### src/rtl/div.sv
// div -- 32-bit iterative radix-2 restoring divider (signed DIV / unsigned DIVU).
//
// Ports:
//   clk           rising-edge clock
//   rst           asynchronous reset, active low
//   signed_div_i  1 = signed divide, 0 = unsigned; sampled when a start is accepted
//   opdata1_i     dividend; sampled when a start is accepted
//   opdata2_i     divisor; sampled when a start is accepted
//   start_i       request, held high until the result has been consumed
//   annul_i       flush request, cancels an operation in flight
//   result_o      {remainder, quotient}, registered
//   ready_o       result valid, registered
//
// Timing: acceptance edge 0, quotient steps on edges 1..32, sign correction and
// ready_o on edge 33. A divide by zero skips the loop and reports ready after edge 1.
module div (
  input  logic        clk,
  input  logic        rst,
  input  logic        signed_div_i,
  input  logic [31:0] opdata1_i,
  input  logic [31:0] opdata2_i,
  input  logic        start_i,
  input  logic        annul_i,
  output logic [63:0] result_o,
  output logic        ready_o
);

  typedef enum logic [1:0] {
    FREE    = 2'd0,
    BY_ZERO = 2'd1,
    ON      = 2'd2,
    END     = 2'd3
  } state_t;

  state_t      state_q, state_d;
  logic [5:0]  cnt_q, cnt_d;
  logic [31:0] quo_q, quo_d;
  logic [31:0] rem_q, rem_d;
  logic [31:0] dvs_q, dvs_d;
  logic        neg_quo_q, neg_quo_d;
  logic        neg_rem_q, neg_rem_d;
  logic [63:0] result_q, result_d;
  logic        ready_q, ready_d;

  logic [31:0] mag1, mag2;
  logic [32:0] partial;
  logic [31:0] rem_sub;
  logic [31:0] quo_fix, rem_fix;

  // Operand magnitudes for acceptance; only signed requests negate negative inputs.
  assign mag1 = (signed_div_i && opdata1_i[31]) ? (~opdata1_i + 32'd1) : opdata1_i;
  assign mag2 = (signed_div_i && opdata2_i[31]) ? (~opdata2_i + 32'd1) : opdata2_i;

  // Shift {rem,quo} left by one: the 33-bit partial remainder picks up the quotient MSB.
  // After a successful subtract the value is below the divisor, so 32 bits suffice.
  assign partial = {rem_q, quo_q[31]};
  assign rem_sub = partial[31:0] - dvs_q;

  // Sign correction: quotient sign follows the operand signs, remainder follows the dividend.
  // The 0x80000000 / -1 case wraps naturally back to 0x80000000.
  assign quo_fix = neg_quo_q ? (~quo_q + 32'd1) : quo_q;
  assign rem_fix = neg_rem_q ? (~rem_q + 32'd1) : rem_q;

  // Next-state and datapath logic; everything holds unless a state says otherwise.
  always_comb begin
    state_d   = state_q;
    cnt_d     = cnt_q;
    quo_d     = quo_q;
    rem_d     = rem_q;
    dvs_d     = dvs_q;
    neg_quo_d = neg_quo_q;
    neg_rem_d = neg_rem_q;
    result_d  = result_q;
    ready_d   = ready_q;

    case (state_q)
      FREE: begin
        ready_d  = 1'b0;
        result_d = 64'h0;
        if (start_i && !annul_i) begin
          if (opdata2_i == 32'h0) begin
            state_d = BY_ZERO;
          end else begin
            state_d   = ON;
            cnt_d     = 6'd0;
            quo_d     = mag1;
            rem_d     = 32'h0;
            dvs_d     = mag2;
            neg_quo_d = signed_div_i & (opdata1_i[31] ^ opdata2_i[31]);
            neg_rem_d = signed_div_i & opdata1_i[31];
          end
        end
      end

      BY_ZERO: begin
        state_d  = END;
        result_d = 64'h0;
        ready_d  = 1'b1;
      end

      ON: begin
        if (annul_i) begin
          // Flush: drop the partial result entirely.
          state_d   = FREE;
          cnt_d     = 6'd0;
          quo_d     = 32'h0;
          rem_d     = 32'h0;
          dvs_d     = 32'h0;
          neg_quo_d = 1'b0;
          neg_rem_d = 1'b0;
          result_d  = 64'h0;
          ready_d   = 1'b0;
        end else if (cnt_q == 6'd32) begin
          state_d  = END;
          result_d = {rem_fix, quo_fix};
          ready_d  = 1'b1;
        end else begin
          if (partial >= {1'b0, dvs_q}) begin
            rem_d = rem_sub;
            quo_d = {quo_q[30:0], 1'b1};
          end else begin
            rem_d = partial[31:0];
            quo_d = {quo_q[30:0], 1'b0};
          end
          cnt_d = cnt_q + 6'd1;
        end
      end

      END: begin
        // The result stays presented until the requester drops start_i.
        if (!start_i) begin
          state_d  = FREE;
          result_d = 64'h0;
          ready_d  = 1'b0;
        end
      end

      default: begin
        state_d  = FREE;
        result_d = 64'h0;
        ready_d  = 1'b0;
      end
    endcase
  end

  // State and datapath registers, cleared asynchronously while rst is low.
  always_ff @(posedge clk or negedge rst) begin
    if (!rst) begin
      state_q   <= FREE;
      cnt_q     <= 6'd0;
      quo_q     <= 32'h0;
      rem_q     <= 32'h0;
      dvs_q     <= 32'h0;
      neg_quo_q <= 1'b0;
      neg_rem_q <= 1'b0;
      result_q  <= 64'h0;
      ready_q   <= 1'b0;
    end else begin
      state_q   <= state_d;
      cnt_q     <= cnt_d;
      quo_q     <= quo_d;
      rem_q     <= rem_d;
      dvs_q     <= dvs_d;
      neg_quo_q <= neg_quo_d;
      neg_rem_q <= neg_rem_d;
      result_q  <= result_d;
      ready_q   <= ready_d;
    end
  end

  assign result_o = result_q;
  assign ready_o  = ready_q;

endmodule

### config.mk
export PLATFORM = sky130hd
export DESIGN_NAME = div
export DESIGN_NICKNAME = d
export VERILOG_FILES = /design/src/rtl/div.sv
export SDC_FILE = /design/constraint.sdc
export NUM_CORES = 1
export LEC_CHECK = 0
export ABC_CLOCK_PERIOD_IN_PS = 3600
export BUFFER_PORTS_ARGS = -buffer_cell sky130_fd_sc_hd__buf_2
export CAP_MARGIN = 0
export CORE_MARGIN = 8
export CORE_UTILIZATION = 60
export CTS_CLUSTER_SIZE = 20
export DETAILED_ROUTE_END_ITERATION = 12
export PLACE_DENSITY = 0.84
export SKIP_CTS_REPAIR_TIMING = 1
export SLEW_MARGIN = 40
export SYNTH_ARGS = -nofsm -noshare
export SYNTH_HDL_FRONTEND = slang
export SYNTH_SLANG_ARGS = --single-unit
### constraint.sdc
create_clock -name clk -period 3.6 [get_ports clk]
set_input_delay 0.36 -clock clk [delete_from_list [all_inputs] [get_ports clk]]
set_output_delay 0.36 -clock clk [all_outputs]
set_load 0.05 [all_outputs]
## Word level (Yosys, flattened, before mapping)

Cells that the tools add are included.

- Logic and storage cells: 91
- Output and inout bits: 65
- Bits of input ports: 69
- Bits in registers: 171

- Equality and inequality tests: 10
- Reduce and logical (&&, ||, !) cells: 12
- Bitwise operators: 7
- Add/subtract/negate cells: 6
- Muxes and demuxes: 46
- Order comparisons: 1

Operators with widths:

| kind | number |
|---|---|
| $mux W32 | 16 |
| $mux W64 | 3 |
| $pmux W32 S2 | 3 |
| $pmux W64 S3 | 1 |
| $add A32 B1 Y32 const B | 4 |
| $not A32 Y32 | 4 |
| $ge A33 B32 Y1 | 1 |
| $logic_not A32 Y1 | 1 |
| $sub A32 B32 Y32 | 1 |
| $mux W6 | 4 |
| $pmux W6 S2 | 1 |
| $mux W2 | 5 |
| $mux W1 | 9 |
| $ne A2 B2 Y1 const B | 4 |
| $pmux W2 S4 | 1 |
| $reduce_and A4 Y1 | 2 |
| $add A6 B1 Y6 const B | 1 |
| $eq A6 B6 Y1 const B | 1 |
| $ne A3 B3 Y1 const B | 2 |
| $eq A2 B2 Y1 const B | 2 |
| $pmux W1 S2 | 2 |
| $pmux W1 S4 | 1 |
| $logic_and A1 B1 Y1 | 3 |
| $reduce_and A3 Y1 | 1 |
| other kinds (8) | 9 |

## Longest topological paths before layout

- Depth in word-level cells: 6
- Depth in mapped cells: 14

## Least setup slack after synthesis

No wires, ideal clock.

- Kind: register -> register
- From: reg rem_q[23]
- To: reg rem_q[12]
- Setup time: 0.123 ns
- Slack: 0.504 ns
- Stages on the path, launching flop included: 12
- Clock period less this slack: 3.096 ns
- Data required time: 3.477 ns
- Arrival time: 2.972 ns
- Path through: dfrtp_1 > ha_1 > and3_4 > and2_0 > a221o_1 > o31a_1 > a2111oi_4 > and2_1 > buf_6 > buf_12 > mux2i_1 > o21ai_1

- Cells in the longest elaborated chain, start to end: 5

Ends and longest elaborated chain:

| item | line | text |
|---|---|---|
| start: declaration | 38 | `logic [31:0] rem_q, rem_d;` |
| start signal: assignment | 162 | `rem_q <= rem_d;` |
| $ge A33 B32 Y1 | 118 | `if (partial >= {1'b0, dvs_q}) begin` |
| $mux W32 | 118 |  |
| $mux W32 | 113 | `end else if (cnt_q == 6'd32) begin` |
| $mux W32 | 102 | `if (annul_i) begin` |
| $pmux W32 S2 | 76 | `case (state_q)` |

No other way between the ends. The select of a mux whose other input is x is not followed.
A chain may end at the register's enable or synchronous reset.

## Worst setup path after layout

- From: reg rem_q[17]
- To: reg rem_q[19]

- Cells in the longest elaborated chain, start to end: 5

Ends and longest elaborated chain:

| item | line |
|---|---|
| $sub A32 B32 Y32 / $ge A33 B32 Y1 (equally long branches) | 57, 118 |
| $mux W32 * | 118 |
| $mux W32 * | 113 |
| $mux W32 * | 102 |
| $pmux W32 S2 * | 76 |

Every way passes the cells marked *; elsewhere a longest branch is shown, timed or not. The select of a mux whose other input is x is not followed.

==> flow_metrics.env <==
export IMPL_rows=50
export IMPL_final_weighted_congestion_in_routability_driven_placement=0.991
export IMPL_utilization_pct=69.2
export IMPL_synth_cells=1345
export IMPL_worst_slew_pin_transition_ns=0.606
export IMPL_syn_nets=1457
export IMPL_rsz0062_at_grt="no"
export IMPL_drv_slew=0
export IMPL_floorplan_die_area_sq_um=23900
export IMPL_tritoncts="done"
export IMPL_clock_insertion_delay_worst_skew_ns=0.44
export IMPL_io_buffers=133
export IMPL_die_h_microns=155
export IMPL_power_share_sequential_pct=30.9
export IMPL_wl_per_cell_microns=18.8
export IMPL_ir_drop_mv=0.587
export IMPL_cts_buffers=17
export IMPL_final_period_utilization_pct=91.6
export IMPL_layout_drive_gt1_share_pct=15.1
export IMPL_p_switching_mw=4.17
export IMPL_synth_edff_count=0
export IMPL_die_w_microns=155
export IMPL_final_net_count=1558
export IMPL_max_fclk_mhz=303
export IMPL_crit_path_end_kind="register"
export IMPL_dp_hpwl_mm=24.4
export IMPL_worstHoldPathType="input pin to register"
export IMPL_ys_seq_area_share_pct=37.1
export IMPL_root_buffer="sky130_fd_sc_hd__clkbuf_16"
export IMPL_cp_data_arrival_time_ns=3.60
export IMPL_core_region_area_sq_um=18800
export IMPL_period_needed_ns=3.30
export IMPL_htreeDepth=4
export IMPL_postSynth_topFlopCell="sky130_fd_sc_hd__dfrtp_1"
export IMPL_number_of_antenna_violations_at_the_first_check_in_global_routing=0
export IMPL_setup_worst_path_start_class="register"
export IMPL_hold_viol=0
export IMPL_starting_density_of_the_core_pct=61.5
export IMPL_cts_sinks=171
export IMPL_outcome="finished clean"
export IMPL_async_flop_share_pct=100
export IMPL_clock_path_buffers=2
export IMPL_post_synth_num_cell_types=80
export IMPL_worst_slew_margin_rel_pct=59.6
export IMPL_netlist_area_leader_share_pct=37.1
export IMPL_route_detailed_drc=0
export IMPL_grt_pass1_vias=9810
export IMPL_clock_network_fraction_of_total_power_pct=20.9
export IMPL_vias_per_inst=6.17
export IMPL_power_switching_share_pct=45.5
export IMPL_static_leakage_power_nw=6.05
export IMPL_finalHoldWorstSlack_ns=0.227
export IMPL_ys_warn_count=0
export IMPL_combPwrFrac_pct=48.2
export IMPL_synth_top_cells_by_area="sky130_fd_sc_hd__dfrtp_1 (37%), sky130_fd_sc_hd__xor2_1 (6.4%), sky130_fd_sc_hd__o21ai_0 (6.1%), sky130_fd_sc_hd__nand2_1 (5.5%), sky130_fd_sc_hd__ha_1 (4.6%)"
export IMPL_synth_area_leader_cell="sky130_fd_sc_hd__dfrtp_1"
export IMPL_cap_violations=0
export IMPL_final_skew_ns=0.0104
export IMPL_grt_first_pass_wirelength_mm=51.4
export IMPL_critPathKind="register to register"
export IMPL_timing_critical_path_required_ns=3.91
export IMPL_synth_avg_cell_area_sq_um=8.59
export IMPL_finalSetupViolCount=0
export IMPL_detail_route_wirelength_mm=31.8
export IMPL_drt_antenna_net_count=0
export IMPL_grt_remaining_overflow=0
export IMPL_area_delta_synth_final_pct=12.4
export IMPL_timing_critical_path_fanout_max=37
export IMPL_drt_initial_drc_count=1078
export IMPL_final_setup_tns_ns=0
export IMPL_intPower_mw=4.98
export IMPL_grt_start_max_net_pins=102
export IMPL_drt_first_pass_iters=6
export IMPL_antennaDiodeCount=0
export IMPL_global_route_usage_total_pct=26.5
export IMPL_synthesis_area_sq_um=11500
export IMPL_number_of_top_level_pins=134
export IMPL_clk_pin_slew_worst_paths_ns=0.08
export IMPL_ys_seq_elements=171
export IMPL_dr_total_vias=10446
export IMPL_power_per_cell_area_nw_per_um2=705
## cell usage in the layout (no fill, tap or decap), drive strengths merged, types with 22 or more instances in the layout
master  netlist  layout
a21oi        92      92
o21ai       161     161
o22ai        34      34
xnor2        58      58
inv          62      72
buf          27     154
dfrtp       171     171
xor2         85      85
nand2       170     170
ha           42      42
mux2i        22      22
nor2         76      76
nor3         34      34
o31ai        38      38
## power groups by stage
stage / Combinational [mW] / Clock [mW] / Sequential, mW
2_1_floorplan: 3.41 / 0 / 2.67
3_3_place_gp: 4.25 / 0 / 2.81
3_5_place_dp: 4.31 / 0 / 2.84
4_1_cts: 4.35 / 1.93 / 2.80
5_1_grt: 4.86 / 2.01 / 2.88
6_report: 4.41 / 1.92 / 2.83
## final timing paths
path | from | end | slack [ns] | cells after the start
max in group asynchronous | rst | dvs_q[20] | 2.47 | 3
max | rem_q[17] | rem_q[19] | 0.30 | 10
min | opdata2_i[19] | dvs_q[19] | 0.23 | 3
min in group asynchronous | rst | quo_q[6] | 0.43 | 2
max reg2reg | rem_q[17] | rem_q[19] | 0.30 | 10
min reg2reg | result_o[4] | result_o[4] | 0.47 | 2
## Yosys cell counts (11+ instances only)
| master | number |
|---|---|
| sky130_fd_sc_hd__ha_1 | 42 |
| sky130_fd_sc_hd__or3_1 | 19 |
| sky130_fd_sc_hd__nor3_1 | 34 |
| sky130_fd_sc_hd__nor2b_1 | 11 |
| sky130_fd_sc_hd__nand4_1 | 11 |
| sky130_fd_sc_hd__o31ai_1 | 33 |
| sky130_fd_sc_hd__or4_1 | 14 |
| sky130_fd_sc_hd__xor2_1 | 85 |
| sky130_fd_sc_hd__a21o_1 | 11 |
| sky130_fd_sc_hd__o21ai_0 | 141 |
| sky130_fd_sc_hd__inv_1 | 62 |
| sky130_fd_sc_hd__nand3_1 | 17 |
| sky130_fd_sc_hd__xnor2_1 | 58 |
| sky130_fd_sc_hd__dfrtp_1 | 171 |
| sky130_fd_sc_hd__nand2_1 | 168 |
| sky130_fd_sc_hd__o21ai_1 | 20 |
| sky130_fd_sc_hd__mux2i_1 | 22 |
| sky130_fd_sc_hd__a21oi_1 | 91 |
| sky130_fd_sc_hd__nor2_1 | 75 |
| sky130_fd_sc_hd__o22ai_1 | 34 |
| sky130_fd_sc_hd__clkbuf_1 | 46 |
## critical path, stage by stage, from the launching register on
cell and delay, ns:
sky130_fd_sc_hd__dfrtp_1 0.50, sky130_fd_sc_hd__ha_1 0.44, sky130_fd_sc_hd__a21oi_1 0.24, sky130_fd_sc_hd__o21ai_0 0.17, sky130_fd_sc_hd__a221o_1 0.37, sky130_fd_sc_hd__o31a_1 0.29, sky130_fd_sc_hd__a2111oi_4 0.37, sky130_fd_sc_hd__and2_1 0.23
sky130_fd_sc_hd__buf_12 0.23, sky130_fd_sc_hd__mux2i_1 0.24, sky130_fd_sc_hd__o21ai_1 0.08
## layer usage
| layer | GRT usage (%) | share of wire (%) |
|---|---|---|
| met1 | 40.1 | 47 |
| met2 | 38.5 | 43 |
| met3 | 4.65 | 9.6 |
| met4 | 6.21 | 1.1 |
| met5 | 0 | 0 |
## stage by stage
stage                     cell area, sq um  std cells  power, mW  worst slack [ns]
after floorplan                      11500       1345       6.07             0.504
after detailed placement             12300       1659       7.15             0.394
final                                13000       1693       9.15             0.303
after global routing                 13000       1693       9.76             0.183
after global placement               12300       1659       7.06             0.372
after CTS                            12900       1691       9.09             0.373
## registers in the layout (all words and copies together) (netlist names)
name	count
ready_o	1
neg_quo_q	1
quo_q	32
state_q	2
dvs_q	32
result_o	64
cnt_q	6
neg_rem_q	1
rem_q	32
## layout make-up
type / count / area [sq um]
Timing Repair Buffer: 155 / 906
Multi-Input combinational cell: 1039 / 6650
Clock inverter: 15 / 195
Fill cell: 1468 / 5790
Inverter: 62 / 233
Clock buffer: 17 / 425
Tap cell: 234 / 293
Sequential cell: 171 / 4280
## cell families after synthesis
family	count (synthesis)	share of synthesized area (%)
AO/OA/AOI/OAI	424	22.8
AND/OR/NAND/NOR	407	17.2
flip-flops	171	37.1
XOR/XNOR	143	10.8
buffers and inverters	135	5.46
adder cells (fa/ha/maj)	43	4.72
multiplexers	22	1.91
Note: power is estimated with default switching activity, not from simulation.
